[src/rtl/pipe_carry_adder_pkg.sv]
// Shared constants for the pipelined carry adder: default geometry and op encoding.
package pipe_carry_adder_pkg;

  localparam int unsigned PCA_WIDTH = 32;
  localparam int unsigned PCA_CHUNK = 8;

  localparam logic OP_ADD = 1'b0;
  localparam logic OP_SUB = 1'b1;

endpackage

[src/rtl/pipe_carry_adder_stage.sv]
// One pipeline slice: CHUNK-bit add with carry, valid and partial overflow registered.
module pca_stage #(
  parameter int unsigned CHUNK = 8
) (
  input  logic             clk,
  input  logic             rst_n,
  input  logic             i_advance,
  input  logic             i_valid,
  input  logic [CHUNK-1:0] i_a,
  input  logic [CHUNK-1:0] i_b,
  input  logic             i_carry,
  output logic             o_valid,
  output logic [CHUNK-1:0] o_sum,
  output logic             o_carry,
  output logic             o_ovf
);

  localparam int unsigned CW = CHUNK + 1;

  logic [CHUNK:0] w_total;
  logic           w_ovf;

  logic             r_valid;
  logic [CHUNK-1:0] r_sum;
  logic             r_carry;
  logic             r_ovf;

  assign w_total = CW'(i_a) + CW'(i_b) + CW'(i_carry);
  // Only meaningful in the most significant slice, where chunk MSB is the word MSB.
  assign w_ovf   = (i_a[CHUNK-1] == i_b[CHUNK-1]) && (w_total[CHUNK-1] != i_a[CHUNK-1]);

  always_ff @(posedge clk) begin
    if (!rst_n) begin
      r_valid <= 1'b0;
      r_sum   <= '0;
      r_carry <= 1'b0;
      r_ovf   <= 1'b0;
    end else if (i_advance) begin
      r_valid <= i_valid;
      r_sum   <= w_total[CHUNK-1:0];
      r_carry <= w_total[CHUNK];
      r_ovf   <= w_ovf;
    end
  end

  assign o_valid = r_valid;
  assign o_sum   = r_sum;
  assign o_carry = r_carry;
  assign o_ovf   = r_ovf;

endmodule

[src/rtl/pipe_carry_adder.sv]
// Pipelined add/subtract: one CHUNK-bit slice per stage, carry rippling through registers.
module pipe_carry_adder
  import pipe_carry_adder_pkg::*;
#(
  parameter int unsigned WIDTH = PCA_WIDTH,
  parameter int unsigned CHUNK = PCA_CHUNK
) (
  input  logic             clk,
  input  logic             rst_n,
  input  logic             in_valid,
  output logic             in_ready,
  input  logic [WIDTH-1:0] a,
  input  logic [WIDTH-1:0] b,
  input  logic             cin,
  input  logic             op_sub,
  output logic             out_valid,
  input  logic             out_ready,
  output logic [WIDTH-1:0] sum,
  output logic             cout,
  output logic             ovf
);

  localparam int unsigned STAGES = (CHUNK == 0) ? 1 : WIDTH / CHUNK;

  if (CHUNK == 0 || CHUNK > WIDTH || (WIDTH % ((CHUNK == 0) ? 1 : CHUNK)) != 0) begin : g_bad_cfg
    $error("pipe_carry_adder: WIDTH must be a non-zero multiple of CHUNK");
  end

  logic             w_advance;
  logic [WIDTH-1:0] w_b_eff;
  logic             w_cin_eff;

  // Per-stage words: operand bits above the stage still raw, bits at and below it already summed.
  logic [WIDTH-1:0] w_src_x [STAGES];
  logic [WIDTH-1:0] w_src_b [STAGES];
  logic             w_src_c [STAGES];
  logic             w_src_v [STAGES];
  logic [WIDTH-1:0] w_x     [STAGES];
  logic [WIDTH-1:0] w_bq    [STAGES];
  logic [CHUNK-1:0] w_sum   [STAGES];
  logic             w_carry [STAGES];
  logic             w_valid [STAGES];
  logic             w_ovf   [STAGES];

  assign w_advance = !out_valid || out_ready;
  assign in_ready  = w_advance;
  assign w_b_eff   = (op_sub == OP_SUB) ? ~b : b;
  assign w_cin_eff = (op_sub == OP_SUB) ? 1'b1 : cin;

  for (genvar k = 0; k < STAGES; k++) begin : g_st
    localparam int unsigned     LO   = k * CHUNK;
    localparam logic [WIDTH-1:0] KEEP = ~(WIDTH'({CHUNK{1'b1}}) << LO);

    logic [WIDTH-1:0] r_x;
    logic [WIDTH-1:0] r_b;

    if (k == 0) begin : g_head
      assign w_src_x[k] = a;
      assign w_src_b[k] = w_b_eff;
      assign w_src_c[k] = w_cin_eff;
      assign w_src_v[k] = in_valid;
    end else begin : g_body
      assign w_src_x[k] = w_x[k-1];
      assign w_src_b[k] = w_bq[k-1];
      assign w_src_c[k] = w_carry[k-1];
      assign w_src_v[k] = w_valid[k-1];
    end

    pca_stage #(.CHUNK(CHUNK)) u_stage (
      .clk       (clk),
      .rst_n     (rst_n),
      .i_advance (w_advance),
      .i_valid   (w_src_v[k]),
      .i_a       (w_src_x[k][LO +: CHUNK]),
      .i_b       (w_src_b[k][LO +: CHUNK]),
      .i_carry   (w_src_c[k]),
      .o_valid   (w_valid[k]),
      .o_sum     (w_sum[k]),
      .o_carry   (w_carry[k]),
      .o_ovf     (w_ovf[k])
    );

    // Carry the rest of the transaction alongside the slice adder.
    always_ff @(posedge clk) begin
      if (!rst_n) begin
        r_x <= '0;
        r_b <= '0;
      end else if (w_advance) begin
        r_x <= w_src_x[k];
        r_b <= w_src_b[k];
      end
    end

    assign w_x[k]  = (r_x & KEEP) | (WIDTH'(w_sum[k]) << LO);
    assign w_bq[k] = r_b;
  end

  assign out_valid = w_valid[STAGES-1];
  assign sum       = w_x[STAGES-1];
  assign cout      = w_carry[STAGES-1];
  assign ovf       = w_ovf[STAGES-1];

endmodule

[config.mk]
export PLATFORM = sky130hd
export DESIGN_NAME = pipe_carry_adder
export DESIGN_NICKNAME = d
export VERILOG_FILES = /design/src/rtl/pipe_carry_adder_pkg.sv /design/src/rtl/pipe_carry_adder_stage.sv /design/src/rtl/pipe_carry_adder.sv
export SDC_FILE = /design/constraint.sdc
export NUM_CORES = 1
export LEC_CHECK = 0
export ABC_AREA = 1
export ABC_CLOCK_PERIOD_IN_PS = 3000
export CORE_ASPECT_RATIO = 2
export CORE_MARGIN = 1
export CORE_UTILIZATION = 39
export CTS_CLUSTER_DIAMETER = 200
export DETAILED_ROUTE_END_ITERATION = 8
export SYNTH_ARGS = -nofsm -noshare
export SYNTH_HDL_FRONTEND = slang
export SYNTH_SLANG_ARGS = --single-unit
[constraint.sdc]
create_clock -name clk -period 3 [get_ports clk]
set_input_delay 0.45 -clock clk [delete_from_list [all_inputs] [get_ports clk]]
set_output_delay 0.45 -clock clk [all_outputs]
set_load 0.1 [all_outputs]
; After elaboration in Yosys (flattened, before gate mapping)
; Index checks and enable logic that the tools add are counted.
[totals]
regBits = 257
latchBits = 0
ramBits = 0
rom_bits = 0
input_bits = 70
out_inout_bits = 36
wordCells = 40
n_memories = 0
[classes]
addsub = 8
n_mul = 0
n_div = 0
order_cmp = 0
eq_ne = 2
shifts = 0
muxes = 2
bitwise = 5
reduce_logical = 3
[op_table]
columns = op, count
row1 = 8-bit by 8-bit adder with 9-bit output, 4
row2 = 9-bit by 1-bit adder with 9-bit output, 4
row3 = 32-bit 2-to-1 mux, 1
row4 = 32-bit NOT, 1
row5 = 24-bit by 32-bit OR with 32-bit output, 1
row6 = 32-bit by 16-bit OR with 32-bit output, 1
row7 = 32-bit by 24-bit OR with 32-bit output, 1
row8 = 32-bit by 8-bit OR with 32-bit output, 1
row9 = 1-bit equality test, 1
row10 = 1-bit logical AND, 1
row11 = 1-bit zero test, 1
row12 = 1-bit logical OR, 1
row13 = 1-bit 2-to-1 mux, 1
row14 = 1-bit inequality test, 1

; Logic depth before layout (Yosys ltp)
[logic_depth]
ltp_word = 5
ltp_mapped = 14
mapped_depth_nobuf = 12

; Cells and area by module
; A second synthesis with hierarchy kept.
[unflattened]
cells_unflattened = 1450
area_unflattened_um2 = 9501.6
[modules_own_cells]
columns = mod, instances, cells_each, area_each_um2, seq_area_each_um2
row1 = pipe_carry_adder, 1, 1006, 6379.9, 2882.8
row2 = pca_stage at g_st[1].u_stage ..., 3, 110, 780.7, 220.2
row3 = pca_stage at g_st[0].u_stage, 1, 114, 779.5, 220.2

; Worst setup path before layout
; Ideal clock, no wire load.
[synth_timing]
path_type = input port to flip-flop
start = in op_sub
end = reg g_st[0].u_stage.r_sum[6]
setup_time_ps = 109
arrival_time_ps = 2292
required_time_ps = 2891
slack_ps = 599
cell_stages = 11
n_path_buf = 2
cell_sequence = buf_2 > buf_4 > or2_2 > fa_1 > fa_1 > nand4_1 > nand3_1 > nand2_1 > nand3_1 > nand2_1 > inv_1
[synth_between]
elab_chain_len = 3
elab_cells_between_ends = 4
cone_classes = add/sub (2) / mux (2)
[synth_lines]
columns = element, line
row1 = start: declaration, pipe_carry_adder.sv:15  ; input logic op_sub,
row2 = 32-bit 2-to-1 mux, pipe_carry_adder.sv:47  ; assign w_b_eff = (op_sub == OP_SUB) ? ~b : b;
row3 = 8-bit by 8-bit adder with 9-bit output, pipe_carry_adder_stage.sv:28  ; assign w_total = CW'(i_a) + CW'(i_b) + CW'(i_carry);
row4 = 9-bit by 1-bit adder with 9-bit output *, pipe_carry_adder_stage.sv:28
row5 = end signal: assignment, pipe_carry_adder_stage.sv:40  ; r_sum <= w_total[CHUNK-1:0];
row6 = end: declaration, pipe_carry_adder_stage.sv:24  ; logic [CHUNK-1:0] r_sum;
; Every way passes the cells marked *; elsewhere a longest branch is shown, timed or not.
; A chain may end at the register's enable or synchronous reset.

; Final worst setup path
[layout_timing]
start = in cin
end = reg g_st[0].u_stage.r_sum[6]
[layout_between]
elab_chain_len = 2
[layout_lines]
columns = element, line
row1 = start: declaration, pipe_carry_adder.sv:14  ; input logic cin,
row2 = 1-bit 2-to-1 mux, pipe_carry_adder.sv:48  ; assign w_cin_eff = (op_sub == OP_SUB) ? 1'b1 : cin;
row3 = 9-bit by 1-bit adder with 9-bit output, pipe_carry_adder_stage.sv:28
; No other way between the ends.

==> metrics.cfg <==
[cts]
cts_setup_buffers=0
path_clk_slew_ns=0.06
cts_tree=done
htreeDepth=4
insertion_delay_ns=0.43
cts_sinks=185
cts_resized=0
clock-root-buffer=clkbuf_16
cts_made_buffers=17
clockBufferDepth=2
cts_hold_buf=0

[routing]
ant_nets=0
drcViolationCount=0
drt_iter0_drc=249
firstDrtPassIters=5
avgRoutedWirePerCell_um=12.55
top_layer=met4
wl_met1_mm=7.492
viasPerCell=4.757
wl_met3_um=320
met2_length_mm=9.389
num_vias=6598
wl_mm=17.41

[critical_path]
crit_slowest_cell=fa_1
crit_type=in -> reg
cp_max_fo=3
crit_chain=clkdlybuf4s50_1, or2_2, fa_1, fa_1, nand4_1, nand3_1, nand2_1, nand3_1, nand2_1, inv_1
slowest_delay_ns=0.44
critPathArrivalTime_ns=2.45
startpoint_type=input pin
cp.required_ns=3.33
end_kind=flop

[synth]
synth-edff-count=0
netlist_area_um2=8089
synth.top_cell.area_share=0.4578
synthSimpleGateAreaFrac=0.1930
ys_types=32
synth_compound_area_frac=0.1618
synth-seq-cells=185
synth_fa_ha_area_frac=0.06311
synthMuxAreaShare=0
syn-mean-instance-area_um2=7.793
yosys_warnings=0
ys_seq_area_frac=0.4578
syn_inst=1038
synth.largest_area_cell=dfxtp_1
async_flop_share=0
ys.flop_type=dfxtp_1
synth_xor_area_frac=0.04439
syn-num-nets=1144
yosys-top-cells-area=dfxtp_1, nor2_1, o21ai_0
synth_top_family_by_area=simple AND/OR/NAND/NOR gates

[global_route]
grt_pass1_vias=6333
grt_usage=0.1688
grt_max_degree=146
grt_pass1_wl_mm=29.26
gr-total-overflow=0
antenna_found_initial=0

[timing]
fin_crit_sh=0.7074
hold_violations=0
rsz0062_at_grt=false
whs_ns=0.4752
fin_tns_setup_ns=0
drv_slew=0
min_period_ns=2.122
max_freq_mhz=471.2
slew_headroom=0.5920
tightest_slew_ns=0.6121
fin_worst_skew_ns=0.005515
finalSetupViolations=0

[layout]
fin_util=0.4786
n_antenna_cell=0
fin_nets=1215
area_growth_pct=20.53
final_cell_mix=nor2_1, dfxtp_1, o21ai_0
layout_commonest_cell=nor2_1
num-fill-cells=2084
multi_input_area_um2=3740
drive_above_1_share=0.07583
fin_area_um2=9749
ff_latch_area_um2=3704

[floorplanning]
die_w_um=103.8
placementRows=74
die_area_um2=21360
io_pins=106
die_h_um=205.7
initial_core_util=0.3971
core_area_um2=20370

[placement]
hpwl_mm=11.91
placed_cell_area_um2=9163
io_buffers=105
gp_congestion=0.7977

[power]
power_density_nw_per_um2=605.1
peakVddDrop_mv=0.3555
clkPwrFrac=0.378
pwr-share-comb=0.156
netSwitchingPower_mw=1.611
p_sw_frac=0.2730
seqPwrFrac=0.466
internal_power_mw=4.289
cellLeakagePower_nw=4.729

[status]
status=finished clean

[min_path]
hold_path.class=reg -> reg

[job]
maxCapViolations=0

==> critical path, delay by kind of cell <==
kind	cells	cell delay (ns)
fa+ha+maj	2	0.86
simple gates	6	0.72
buf+inv	2	0.41
==> power by group through the flow <==
stage / Combinational [mW] / Sequential (mW) / Clock [mW]
5_1_grt: 1.02 / 2.77 / 2.39
6_report: 0.918 / 2.75 / 2.23
4_1_cts: 0.931 / 2.76 / 2.29
3_5_place_dp: 0.927 / 2.81 / 0
2_1_floorplan: 0.475 / 2.98 / 0
3_3_place_gp: 0.917 / 2.81 / 0
==> metrics by stage <==
step	cells	setup slack (ns)	power (mW)
3_5_place_dp	1356	0.4540	3.738
5_1_grt	1387	0.7664	6.183
3_3_place_gp	1356	0.4689	3.725
6_report	1387	0.8779	5.900
2_1_floorplan	1038	0.5990	3.455
4_1_cts	1387	0.9090	5.972
==> state kept, by name (all words and copies together), names as in the netlist <==
| signal | flops |
|---|---|
| g_st.r_b | 48 |
| g_st.r_x | 96 |
| g_st.u_stage.o_carry | 4 |
| g_st.u_stage.o_ovf | 1 |
| g_st.u_stage.o_sum | 32 |
| g_st.u_stage.o_valid | 4 |
==> path summary, 6_finish.rpt <==
| path | cells after the start | end | from | slack [ns] |
|---|---|---|---|---|
| setup / recovery | 10 | g_st[0].u_stage.o_sum[6] | cin | 0.88 |
| hold / removal | 2 | g_st[1].r_x[27] | g_st[1].r_x[27] | 0.48 |
| setup reg to reg | 8 | g_st[1].u_stage.o_carry | g_st[0].r_b[8] | 1.06 |
| hold reg to reg | 2 | g_st[1].r_x[27] | g_st[1].r_x[27] | 0.48 |
==> cells in the mapped netlist (8+ instances only) <==
library cell  instances
nand3_1              42
o21ai_0             115
nand2_1              68
buf_2                32
o21ai_1              65
fa_1                  8
xnor2_1              26
a21oi_1              54
ha_1                 28
nor2_1              260
nand4_1               8
xor2_1               15
dfxtp_1             185
inv_1                71
clkbuf_1             17
==> cells by family (layout without fill, tap and decap cells) <==
group                    after synthesis  after routing
AO/OA/AOI/OAI                        252            252
XOR/XNOR                              41             41
adder cells (fa/ha/maj)               36             36
buffers and inverters                136            219
flip-flops                           185            185
AND/OR/NAND/NOR                      388            388
==> routing by layer <==
metal | vias to the layer above | GRT usage
li1 | 3524 | -
met4 | 0 | 0.06480
met1 | 2984 | 0.1836
met3 | 13 | 0.02439
met5 | - | 0
met2 | 77 | 0.3248
==> layout make-up <==
type / count / share of cell area
multi-input cells: 717 / 0.3836
flip-flops and latches: 185 / 0.3799
repair buffers: 116 / 0.1140
clock buffers: 21 / 0.04825
well taps: 266 / 0.03414
inverters: 72 / 0.02823
clock inverters: 10 / 0.01194
Note: power is estimated with default switching activity, not from simulation.
